File: src/rtl/reg_16_pkg.sv
// Shared constants and types for the reg_16 storage register.
// Build option: define REG_16_TRISTATE_EN for Z-driving read ports.
package reg_16_pkg;

    localparam int REG_WIDTH = 16;
    localparam logic [REG_WIDTH-1:0] REG_RESET_VALUE = 16'h0000;

    typedef logic [REG_WIDTH-1:0] reg_word_t;

endpackage

File: src/rtl/reg_16_bit.sv
// One storage bit: async active-low reset flop with load enable and two gated reads.
// REG_16_TRISTATE_EN selects Z (defined) or 0 (undefined) on a disabled read.
module reg_16_bit #(
    parameter logic RESET_BIT = 1'b0
) (
    output logic out_a,
    output logic out_b,
    input  logic d,
    input  logic load,
    input  logic ra,
    input  logic rb,
    input  logic clk,
    input  logic rst_n
);

    logic q;

    // Hold when load is low so an undriven/X write bus cannot disturb q.
    always_ff @(posedge clk or negedge rst_n) begin
        if (!rst_n)
            q <= RESET_BIT;
        else if (load)
            q <= d;
    end

`ifdef REG_16_TRISTATE_EN
    assign out_a = ra ? q : 1'bz;
    assign out_b = rb ? q : 1'bz;
`else
    assign out_a = ra & q;
    assign out_b = rb & q;
`endif

endmodule

File: src/rtl/reg_16.sv
// reg_16: WIDTH-bit register, one write port, two independently enabled read ports.
// Build option: REG_16_TRISTATE_EN makes disabled read ports float for shared buses.
module reg_16
    import reg_16_pkg::*;
#(
    parameter int               WIDTH       = REG_WIDTH,
    parameter logic [WIDTH-1:0] RESET_VALUE = WIDTH'(REG_RESET_VALUE)
) (
    output logic [WIDTH-1:0] OutA,
    output logic [WIDTH-1:0] OutB,
    input  logic [WIDTH-1:0] I,
    input  logic             W,
    input  logic             RA,
    input  logic             RB,
    input  logic             clk,
    input  logic             rst_n
);

    // Controls fan out unchanged; each bit slice carries its own reset value.
    for (genvar b = 0; b < WIDTH; b++) begin : g_bit
        reg_16_bit #(
            .RESET_BIT (RESET_VALUE[b])
        ) u_bit (
            .out_a (OutA[b]),
            .out_b (OutB[b]),
            .d     (I[b]),
            .load  (W),
            .ra    (RA),
            .rb    (RB),
            .clk   (clk),
            .rst_n (rst_n)
        );
    end

endmodule

File: config.mk
export PLATFORM = sky130hd
export DESIGN_NAME = reg_16
export DESIGN_NICKNAME = d
export VERILOG_FILES = /design/src/rtl/reg_16_pkg.sv /design/src/rtl/reg_16_bit.sv /design/src/rtl/reg_16.sv
export SDC_FILE = /design/constraint.sdc
export NUM_CORES = 1
export LEC_CHECK = 0
export CORE_ASPECT_RATIO = 1.1
export CORE_UTILIZATION = 37
export CTS_BUF_LIST = sky130_fd_sc_hd__clkbuf_8
export CTS_CLUSTER_SIZE = 20
export DETAILED_ROUTE_END_ITERATION = 8
export MAX_ROUTING_LAYER = met4
export PLACE_DENSITY = 0.81
export SYNTH_ARGS = -nofsm -noshare
export SYNTH_HDL_FRONTEND = slang
export SYNTH_HIERARCHICAL = 1
export SYNTH_SLANG_ARGS = --single-unit
File: constraint.sdc
create_clock -name clk -period 0.9 [get_ports clk]
set_input_delay 0.09 -clock clk [delete_from_list [all_inputs] [get_ports clk]]
set_output_delay 0.09 -clock clk [all_outputs]
set_load 0.005 [all_outputs]
**Word-level counts from Yosys, hierarchy flattened**

Index checks and enable logic that the tools add are counted.

- Shift operators: 0
- Muxes and demuxes: 0
- Eq/ne operators: 0
- Add/subtract/negate cells: 0
- Bitwise operators: 32
- Multiply operators: 0
- Magnitude comparators: 0
- Reductions and logical operators: 0
- Divide/modulo/power cells: 0

Operators with widths:

| operator | number |
|---|---|
| 1-bit bitwise AND | 32 |

- Bits in read-only memories: 0
- Output and inout port bits: 32
- Latch bits: 0
- Bits in writable memories: 0
- Memories: 0
- Input bits: 21
- Register bits after elaboration: 16

**Depth between registers and ports, before layout**

Gate-level depths: netlist (run 1).

- Word-level depth: 1
- Depth in mapped cells: 1
- Mapped depth without buffers: 1

**By module**

Netlist (run 1), hierarchy kept.

By module, submodules not included:

| module | cells each | times used | area an instance (µm²) | seq. area each (µm²) |
|---|---|---|---|---|
| reg_16_bit | 4 | 16 | 52.6 | 25.0 |

**Least setup slack after synthesis (run 1)**

OpenSTA, ideal clock, no wires.

- Kind: flip-flop to flip-flop
- From: register, netlist name g_bit[0].u_bit/q
- To: register g_bit[0].u_bit.q
- Cell stages (with the launch flop): 2
- Setup slack: 0.167 ns
- Buffers on the path: 0
- Arrival: 0.608 ns
- Data required time: 0.775 ns
- Path through: dfrtp_1 -> mux2_4

RTL lines:

| what | line | RTL |
|---|---|---|
| to (signal assigned) | reg_16_bit.sv:21 | `q <= RESET_BIT;` |
| to (signal assigned) | reg_16_bit.sv:23 | `q <= d;` |
| to (decl) | reg_16_bit.sv:16 | `logic q;` |

**Worst setup path after layout (run 1)**

- From: register g_bit[2].u_bit.q
- To: output port OutB[2]

- Longest elaborated chain between the ends: 1

RTL lines:

| what | line | RTL |
|---|---|---|
| from (decl) | reg_16_bit.sv:16 |  |
| from (signal assigned) | reg_16_bit.sv:21 |  |
| from (signal assigned) | reg_16_bit.sv:23 |  |
| 1-bit bitwise AND | reg_16_bit.sv:31 | `assign out_b = rb & q;` |
| to (decl) | reg_16.sv:10 | `output logic [WIDTH-1:0] OutB,` |

Every way passes these cells.

==> results of run 1 <==
==> power by group through the flow <==
stage / Sequential, uW / Combinational, uW / Clock, uW
detailed placement: 855 / 637 / 0
global route: 861 / 846 / 703
finish: 854 / 801 / 657
CTS: 844 / 755 / 649
floorplan: 836 / 214 / 0
global placement: 854 / 621 / 0
==> path summary, 6_finish.rpt <==
kind	from	endpoint	cells past startpoint
max reg2reg	g_bit[6].u_bit/q	g_bit[6].u_bit/q	3
max in group asynchronous	rst_n	g_bit[15].u_bit/q	2
min	rst_n	g_bit[3].u_bit/q	2
max	g_bit[2].u_bit/q	OutB[2]	3
min reg2reg	g_bit[3].u_bit/q	g_bit[3].u_bit/q	1
min in group clk	I[10]	g_bit[10].u_bit/q	2
==> final cells by class <==
cell class / instances / area share
clock buffer: 4 / 0.0324
multi-input combinational: 48 / 0.277
sequential: 16 / 0.236
tap: 28 / 0.0206
timing repair buffer: 77 / 0.434
==> through the flow <==
stage	total power, uW	utilization	TNS [ps]	hold WS [ps]
after CTS	2250	0.808	-4670	165
after detailed placement	1490	0.725	-22530	436
after floorplan	1050	-	0	-206
after global placement	1470	0.725	-21430	439
after global routing	2410	0.824	-5940	162
final	2310	0.824	-4780	160
==> routing by layer <==
metal,wire (um),share of wire,global-route usage,up-vias
li1,-,-,-,374
met1,1170,0.40,0.299,381
met2,1570,0.53,0.459,41
met3,115,0.039,0.0451,10
met4,84,0.029,0.114,0
met5,0,0,-,-
==> kinds of logic (layout without fill, tap and decap cells) <==
kind of cell           count (synthesis)  count (layout)
DFF                                   16              16
buffers and inverters                  0              81
and+or+nand+nor                       32              32
muxes                                 16              16
==> placed cells by master, fill, tap and decap left out, drive strengths merged <==
cell           netlist  routed
and2                32      32
buf                  0      54
bufbuf               0       1
clkbuf               0       6
clkdlybuf4s50        0      17
dfrtp               16      16
dlygate4sd2          0       3
mux2                16      16
==> what timing repair did <==
| action | CTS | global route |
|---|---|---|
| setup endpoints to repair | 48 | 42 |
| buffers inserted | 15 | 2 |
| gates cloned | 1 | 0 |
| endpoints found under the hold margin | 0 | 0 |
| pin swaps | 13 | 13 |
| gates resized for setup | 163 | 9 |
| hold buffers | 0 | 0 |
==> reports/results.md, run 1 <==
| Metric | Reported | Unit |
|---|---|---|
| Synthesized instance count | 64 | - |
| Placer congestion estimate | 0.742 | - |
| Tcrit/Tclk final | 1.24 | - |
| Antenna cell count | 0 | - |
| Post-synthesis xor/xnor area fraction | 0 | - |
| Worst setup slack after layout | -217 | ps |
| Aggregate global routing overflow | 0 | - |
| Clock root buffer | sky130_fd_sc_hd__clkbuf_8 | - |
| Synthesized-area fraction occupied by and/or/nand/nor cells | 0.238 | - |
| Post-placement setup slack | -578 | ps |
| CTS buffer count | 3 | - |
| Maximum level of the CTS H-tree | 1 | - |
| Violated checks | negative setup slack | - |
| Sequential share of the synthesized area | 0.476 | - |
| Detail Route Antenna Nets | 0 | - |
| Clock tree skew after final layout | 0 | ps |
| Count of standard-cell rows | 17 | - |
| Global-route wire length before repair | 4320 | um |
| Dpl cells | 154 | - |
| Class of the tightest hold or removal check | input port to async pin | - |
| Leakage dissipation | 0.000873 | uW |
| Overall die height | 52.0 | um |
| Number of antenna violations at the first check in global routing | 0 | - |
| Adder-cell share of the synthesized area | 0 | - |
| Clock share of power | 0.284 | - |
| Master of the slowest instance on the critical path | sky130_fd_sc_hd__dfrtp_1 | - |
| Hold Fails Final Rpt | 0 | - |
| Multi-input logic area | 470 | um^2 |
| Max_cap viols | 0 | - |
| Register with the most flip-flops | g_bit.u_bit/q | - |
| Initial cell density of the core | 0.408 | - |
| Syn Nets | 85 | - |
| Library cell with the largest summed area after synthesis | sky130_fd_sc_hd__dfrtp_1 | - |
| Die outline width | 47.5 | um |
| Die area | 0.00247 | mm^2 |
| Detail-routed via count per cell | 4.66 | - |
| Timing-limited maximum frequency | 0.895 | GHz |
| Critical path class | flip-flop to output port | - |
| Summed instance area of the synthesized netlist | 841 | um^2 |
| Count of final setup violators | 42 | - |
| Ratio of cells with drive above 1 in the final layout | 0.614 | - |
| Switching part of the total power | 0.246 | - |
| Top cell type's share of synthesized area | 0.476 | - |
| Share of flip-flops with an asynchronous set or reset after synthesis | 1.00 | - |
| Cell seen most often among critical-path stages | sky130_fd_sc_hd__buf_6 | - |
| Cell area power density | 1360 | mW/mm^2 |
| Setup repair after global routing missed its margin | true | - |
| Routed wire length | 2950 | um |
| Number of clock sinks | 16 | - |
| Clock slew at reported path FFs | 70 | ps |
| Cell class contributing the biggest share of worst-path delay | flip-flops | - |
| Net count of the finished layout | 167 | - |
| Max transition margin | 0.898 | - |
| Main combinational cell family by area after synthesis | multiplexers | - |
| Total placed instance area | 0.00150 | mm^2 |
| Delay contributed by the slowest stage of the critical path | 410 | ps |
| Number of global-route vias before repair | 886 | - |
| Gate power share | 0.346 | - |
| Layout area overhead | 102 | % |
| Fraction of synthesized area in multiplexers | 0.286 | - |
| Largest net degree at the start of global routing | 17 | - |
| Via Count | 806 | - |
| Count of unique library cells instantiated by Yosys | 3 | - |
| Largest register FFs | 16 | - |
| Global-route total usage across every layer | 0.269 | - |
| Final non-filler cell area | 0.00170 | mm^2 |
| Dominant register cell in the synthesized netlist | sky130_fd_sc_hd__dfrtp_1 | - |
| Max-slew violation count | 0 | - |
| Sequential cell area | 400 | um^2 |
| Half-perimeter wire length after placement | 1750 | um |
| Data arrival, critical path | 1030 | ps |
| Non-filler instance count after layout | 173 | - |
| Number of top-level design ports | 53 | - |
| CP Launch Type | flip-flop | - |
| Top cell types by occurrence after synthesis | 32 x sky130_fd_sc_hd__and2_1, 16 x sky130_fd_sc_hd__dfrtp_1, 16 x sky130_fd_sc_hd__mux2_4 | - |
| # port buffers | 52 | - |
| Number of search-and-repair iterations in the first detailed-routing pass | 4 | - |
| # fillers | 132 | - |
| Later-pin clock latency in the skew report | 250 | ps |
| WL/cell | 17.0 | um |
| Reg power frac | 0.369 | - |
| Top cells by area in the synthesized netlist | sky130_fd_sc_hd__dfrtp_1 48%, sky130_fd_sc_hd__mux2_4 29%, sky130_fd_sc_hd__and2_1 24% | - |
| CP endpoint kind | output port | - |
| Maximum fanout along the worst path | 2 | - |
| Number of storage elements in the synthesis netlist | 16 | - |
| Register-to-Register Setup Slack | -100 | ps |
| Remaining design rule violation count | 0 | - |
| CTS tree | done | - |
| Required @ worst endpoint | 810 | ps |
| Buffers plus inverters on the worst setup path | 2 | - |
| Number of enable-type register cells in the synthesized netlist | 0 | - |
| Post-route minimum period | 1120 | ps |
| Maximum clock insertion buffer count | 2 | - |
| Synthesized area per cell | 13.1 | um^2 |
| Iteration-0 DRC count of the detailed router | 13 | - |
| Top flop regs | g_bit.u_bit/q: 16 flops | - |
| Cell with the most instances after synthesis | sky130_fd_sc_hd__and2_1 | - |
| Fraction of the mapped netlist area in compound gates | 0 | - |
| Cell breakdown of the critical path | buf_6 > and2_4 > buf_6 | - |
| Internal power | 1740 | uW |
| Placeable core region | 0.00206 | mm^2 |
| Least-Margin Pin Slew | 153 | ps |
| VDD IR-drop max | 1110 | uV |
| Result of the run | finished, violations left | - |
| Warning count from the yosys run | 6 | - |
| Net switching power | 569 | uW |
(Power assumes the default switching activity.)
==> run 2: changes to the inputs <==
--- a/config.mk
+++ b/config.mk
@@ -6,12 +6,12 @@
 export NUM_CORES = 1
 export LEC_CHECK = 0
 export CORE_ASPECT_RATIO = 1.1
-export CORE_UTILIZATION = 37
+export CORE_UTILIZATION = 40
 export CTS_BUF_LIST = sky130_fd_sc_hd__clkbuf_8
 export CTS_CLUSTER_SIZE = 20
 export DETAILED_ROUTE_END_ITERATION = 8
 export MAX_ROUTING_LAYER = met4
-export PLACE_DENSITY = 0.81
+export PLACE_DENSITY = 0.87
 export SYNTH_ARGS = -nofsm -noshare
 export SYNTH_HDL_FRONTEND = slang
 export SYNTH_HIERARCHICAL = 1
==> constraint.sdc (replaced) <==
create_clock -name clk -period 1.35 [get_ports clk]
set_input_delay 0.135 -clock clk [delete_from_list [all_inputs] [get_ports clk]]
set_output_delay 0.135 -clock clk [all_outputs]
set_load 0.005 [all_outputs]
==> reports/results.md, run 2 (synthesis gave the netlist of run 1 again) <==
| Metric | Reported | Unit | vs previous |
|---|---|---|---|
| Required @ worst endpoint | 1220 | ps | +410 ps |
| CTS tree | done | - |  |
| CP Launch Type | flip-flop | - |  |
| Most frequent standard cell in the layout excluding fill and tap cells | sky130_fd_sc_hd__and2_1 | - |  |
| Post-route minimum period | 1330 | ps |  |
| Maximum level of the CTS H-tree | 1 | - | unchanged |
| Placer congestion estimate | 0.712 | - | -4.1% |
| Ratio of cells with drive above 1 in the final layout | 0.327 | - | -0.287 |
| Gate power share | 0.327 | - | -0.019 |
| CP endpoint kind | output port | - |  |
| Number of global-route vias before repair | 812 | - | -8.4% |
| Reg power frac | 0.379 | - | +0.010 |
| Later-pin clock latency in the skew report | 250 | ps | about the same |
| Count of final setup violators | 0 | - | -100% |
| Non-filler instance count after layout | 175 | - | +1.2% |
| Clock tree skew after final layout | 0 | ps | unchanged |
| Detail-routed via count per cell | 4.64 | - | -0.41% |
| Max_cap viols | 0 | - | unchanged |
| Hold Fails Final Rpt | 0 | - | unchanged |
| Hold-fix buffers at CTS | 0 | - | unchanged |
| Max-slew violation count | 0 | - | unchanged |
| Clock share of power | 0.294 | - | +0.010 |
| Critical path class | flip-flop to output port | - |  |
| Overall die height | 50.1 | um | -3.7% |
| WL/cell | 16.7 | um | -1.6% |
| Register with the most flip-flops | g_bit.u_bit/q | - |  |
| Leakage dissipation | 0.000997 | uW | +14% |
| Global-route wire length before repair | 4200 | um | -2.9% |
| Final non-filler cell area | 0.00169 | mm^2 | -0.44% |
| Net switching power | 359 | uW | -37% |
| Global-route total usage across every layer | 0.272 | - | +0.00275 |
| Number of top-level design ports | 53 | - | unchanged |
| CTS buffer count | 3 | - | unchanged |
| Tcrit/Tclk final | 0.985 | - |  |
| Net count of the finished layout | 169 | - | +1.2% |
| Top flop regs | g_bit.u_bit/q: 16 flops | - |  |
| Data arrival, critical path | 1190 | ps | +160 ps |
| Internal power | 1120 | uW | -36% |
| Maximum fanout along the worst path | 2 | - | unchanged |
| Layout area overhead | 101 | % |  |
| Die outline width | 45.7 | um | -3.7% |
| Remaining design rule violation count | 0 | - | unchanged |
| Cell class contributing the biggest share of worst-path delay | buffers and inverters | - |  |
| Master of the slowest instance on the critical path | sky130_fd_sc_hd__dfrtp_1 | - |  |
| Iteration-0 DRC count of the detailed router | 22 | - | +9 |
| Die area | 0.00229 | mm^2 | -7.2% |
| Count of standard-cell rows | 17 | - | unchanged |
| Detail Route Antenna Nets | 0 | - | unchanged |
| Least-Margin Pin Slew | 208 | ps | +55.5 ps |
| Cell area power density | 872 | mW/mm^2 | -36% |
| Delay contributed by the slowest stage of the critical path | 400 | ps | about the same |
| Buffers plus inverters on the worst setup path | 2 | - | unchanged |
| Routed wire length | 2930 | um | -0.48% |
| Number of clock sinks | 16 | - | unchanged |
| Via Count | 812 | - | +0.74% |
| Commonest non-fill, non-tap cells in the layout | 31 x sky130_fd_sc_hd__and2_1, 24 x sky130_fd_sc_hd__buf_4, 19 x sky130_fd_sc_hd__dlygate4sd2_1, 18 x sky130_fd_sc_hd__clkdlybuf4s50_1 | - |  |
| Levels on crit path | 3 | - | unchanged |
| Switching part of the total power | 0.243 | - | -0.00334 |
| Largest net degree at the start of global routing | 17 | - | unchanged |
| Initial cell density of the core | 0.421 | - | +0.0130 |
| VDD IR-drop max | 956 | uV | -14% |
| Class of the tightest hold or removal check | input port to async pin | - |  |
| Antenna cell count | 0 | - | unchanged |
| Number of antenna violations at the first check in global routing | 0 | - | unchanged |
| Clock root buffer | sky130_fd_sc_hd__clkbuf_8 | - |  |
| Number of search-and-repair iterations in the first detailed-routing pass | 4 | - | unchanged |
| Cell breakdown of the critical path | buf_4 > and2_1 > dlygate4sd2_1 | - |  |
| Total placed instance area | 0.00146 | mm^2 | -2.5% |
| Reg2Reg Depth | 3 | - | unchanged |
| # port buffers | 52 | - | unchanged |
| Placeable core region | 0.00200 | mm^2 | -3.1% |
| Maximum clock insertion buffer count | 2 | - | unchanged |
| Max transition margin | 0.861 | - | -0.0370 |
| Result of the run | finished, final reports clean | - |  |
| Clock slew at reported path FFs | 70 | ps | about the same |
| Aggregate global routing overflow | 0 | - | unchanged |
| Half-perimeter wire length after placement | 1560 | um | -11% |
| Largest register FFs | 16 | - | unchanged |
| Timing-limited maximum frequency | 0.752 | GHz |  |
| Dpl cells | 149 | - | -3.2% |
run 2: cell types whose count changed in the layout (fill, tap and decap cells not counted), sizes merged:
cell / previous run / this run
buf: 54 / 27
dlygate4sd2: 3 / 19
dlymetal6s2s: 0 / 12
clkdlybuf4s15: 0 / 3
clkbuf: 6 / 4
bufbuf: 1 / 0
clkdlybuf4s50: 17 / 18
run 2: what timing repair did:
| action | CTS | global route |
|---|---|---|
| gates resized for setup | 23 | 16 |
| endpoints found under the hold margin | 0 | 0 |
| pin swaps | 0 | 0 |
| gates cloned | 0 | 0 |
| endpoints found under the setup margin | 32 | 14 |
| buffers inserted | 18 | 4 |
run 2: metrics by stage:
| stage | total power [uW] | worst slack (ps) | hold WS (ps) | utilization | setup TNS (ps) |
|---|---|---|---|---|---|
| final | 1480 | 20.4 | 223 | 0.846 | 0 |
| after global routing | 1540 | -6.04 | 224 | 0.846 | -10.8 |
| after CTS | 1440 | 0.0709 | 238 | 0.813 | 0 |
| after detailed placement | 971 | -213 | 496 | 0.730 | -6100 |
| after global placement | 959 | -195 | 478 | 0.730 | -5610 |
| after floorplan | 700 | 617 | -161 | - | 0 |
run 2: power by group through the flow:
stage / Clock [uW] / Sequential, uW / Combinational [uW]
after floorplan: 0 / 557 / 143
after global placement: 0 / 566 / 393
after detailed placement: 0 / 569 / 402
after CTS: 431 / 552 / 455
after global routing: 468 / 563 / 513
final: 434 / 559 / 483
run 2: final cells by class:
type                    instances  area (um^2)
multi-input cells              48          443
fillers                       117          308
repair buffers                 79          758
flip-flops and latches         16          400
well taps                      28         35.0
clock buffers                   4         55.1
run 2: final timing paths:
check                      slack, ps        startpoint                end
max                               20  g_bit[5].u_bit/q            OutA[5]
min                              220             rst_n  g_bit[15].u_bit/q
max reg2reg                      310  g_bit[5].u_bit/q   g_bit[5].u_bit/q
min reg2reg                      610  g_bit[4].u_bit/q   g_bit[4].u_bit/q
max in group asynchronous        940             rst_n   g_bit[9].u_bit/q
min in group clk                 490              I[8]   g_bit[8].u_bit/q
run 2: per-layer routing:
| layer | up-vias | part of all wire | wire (um) | GRT usage |
|---|---|---|---|---|
| met3 | 2 | 0.062 | 181 | 0.0513 |
| met5 | - | 0 | 0 | - |
| li1 | 376 | - | - | - |
| met1 | 397 | 0.40 | 1160 | 0.335 |
| met2 | 37 | 0.54 | 1570 | 0.448 |
| met4 | 0 | 0.0048 | 14 | 0.0735 |
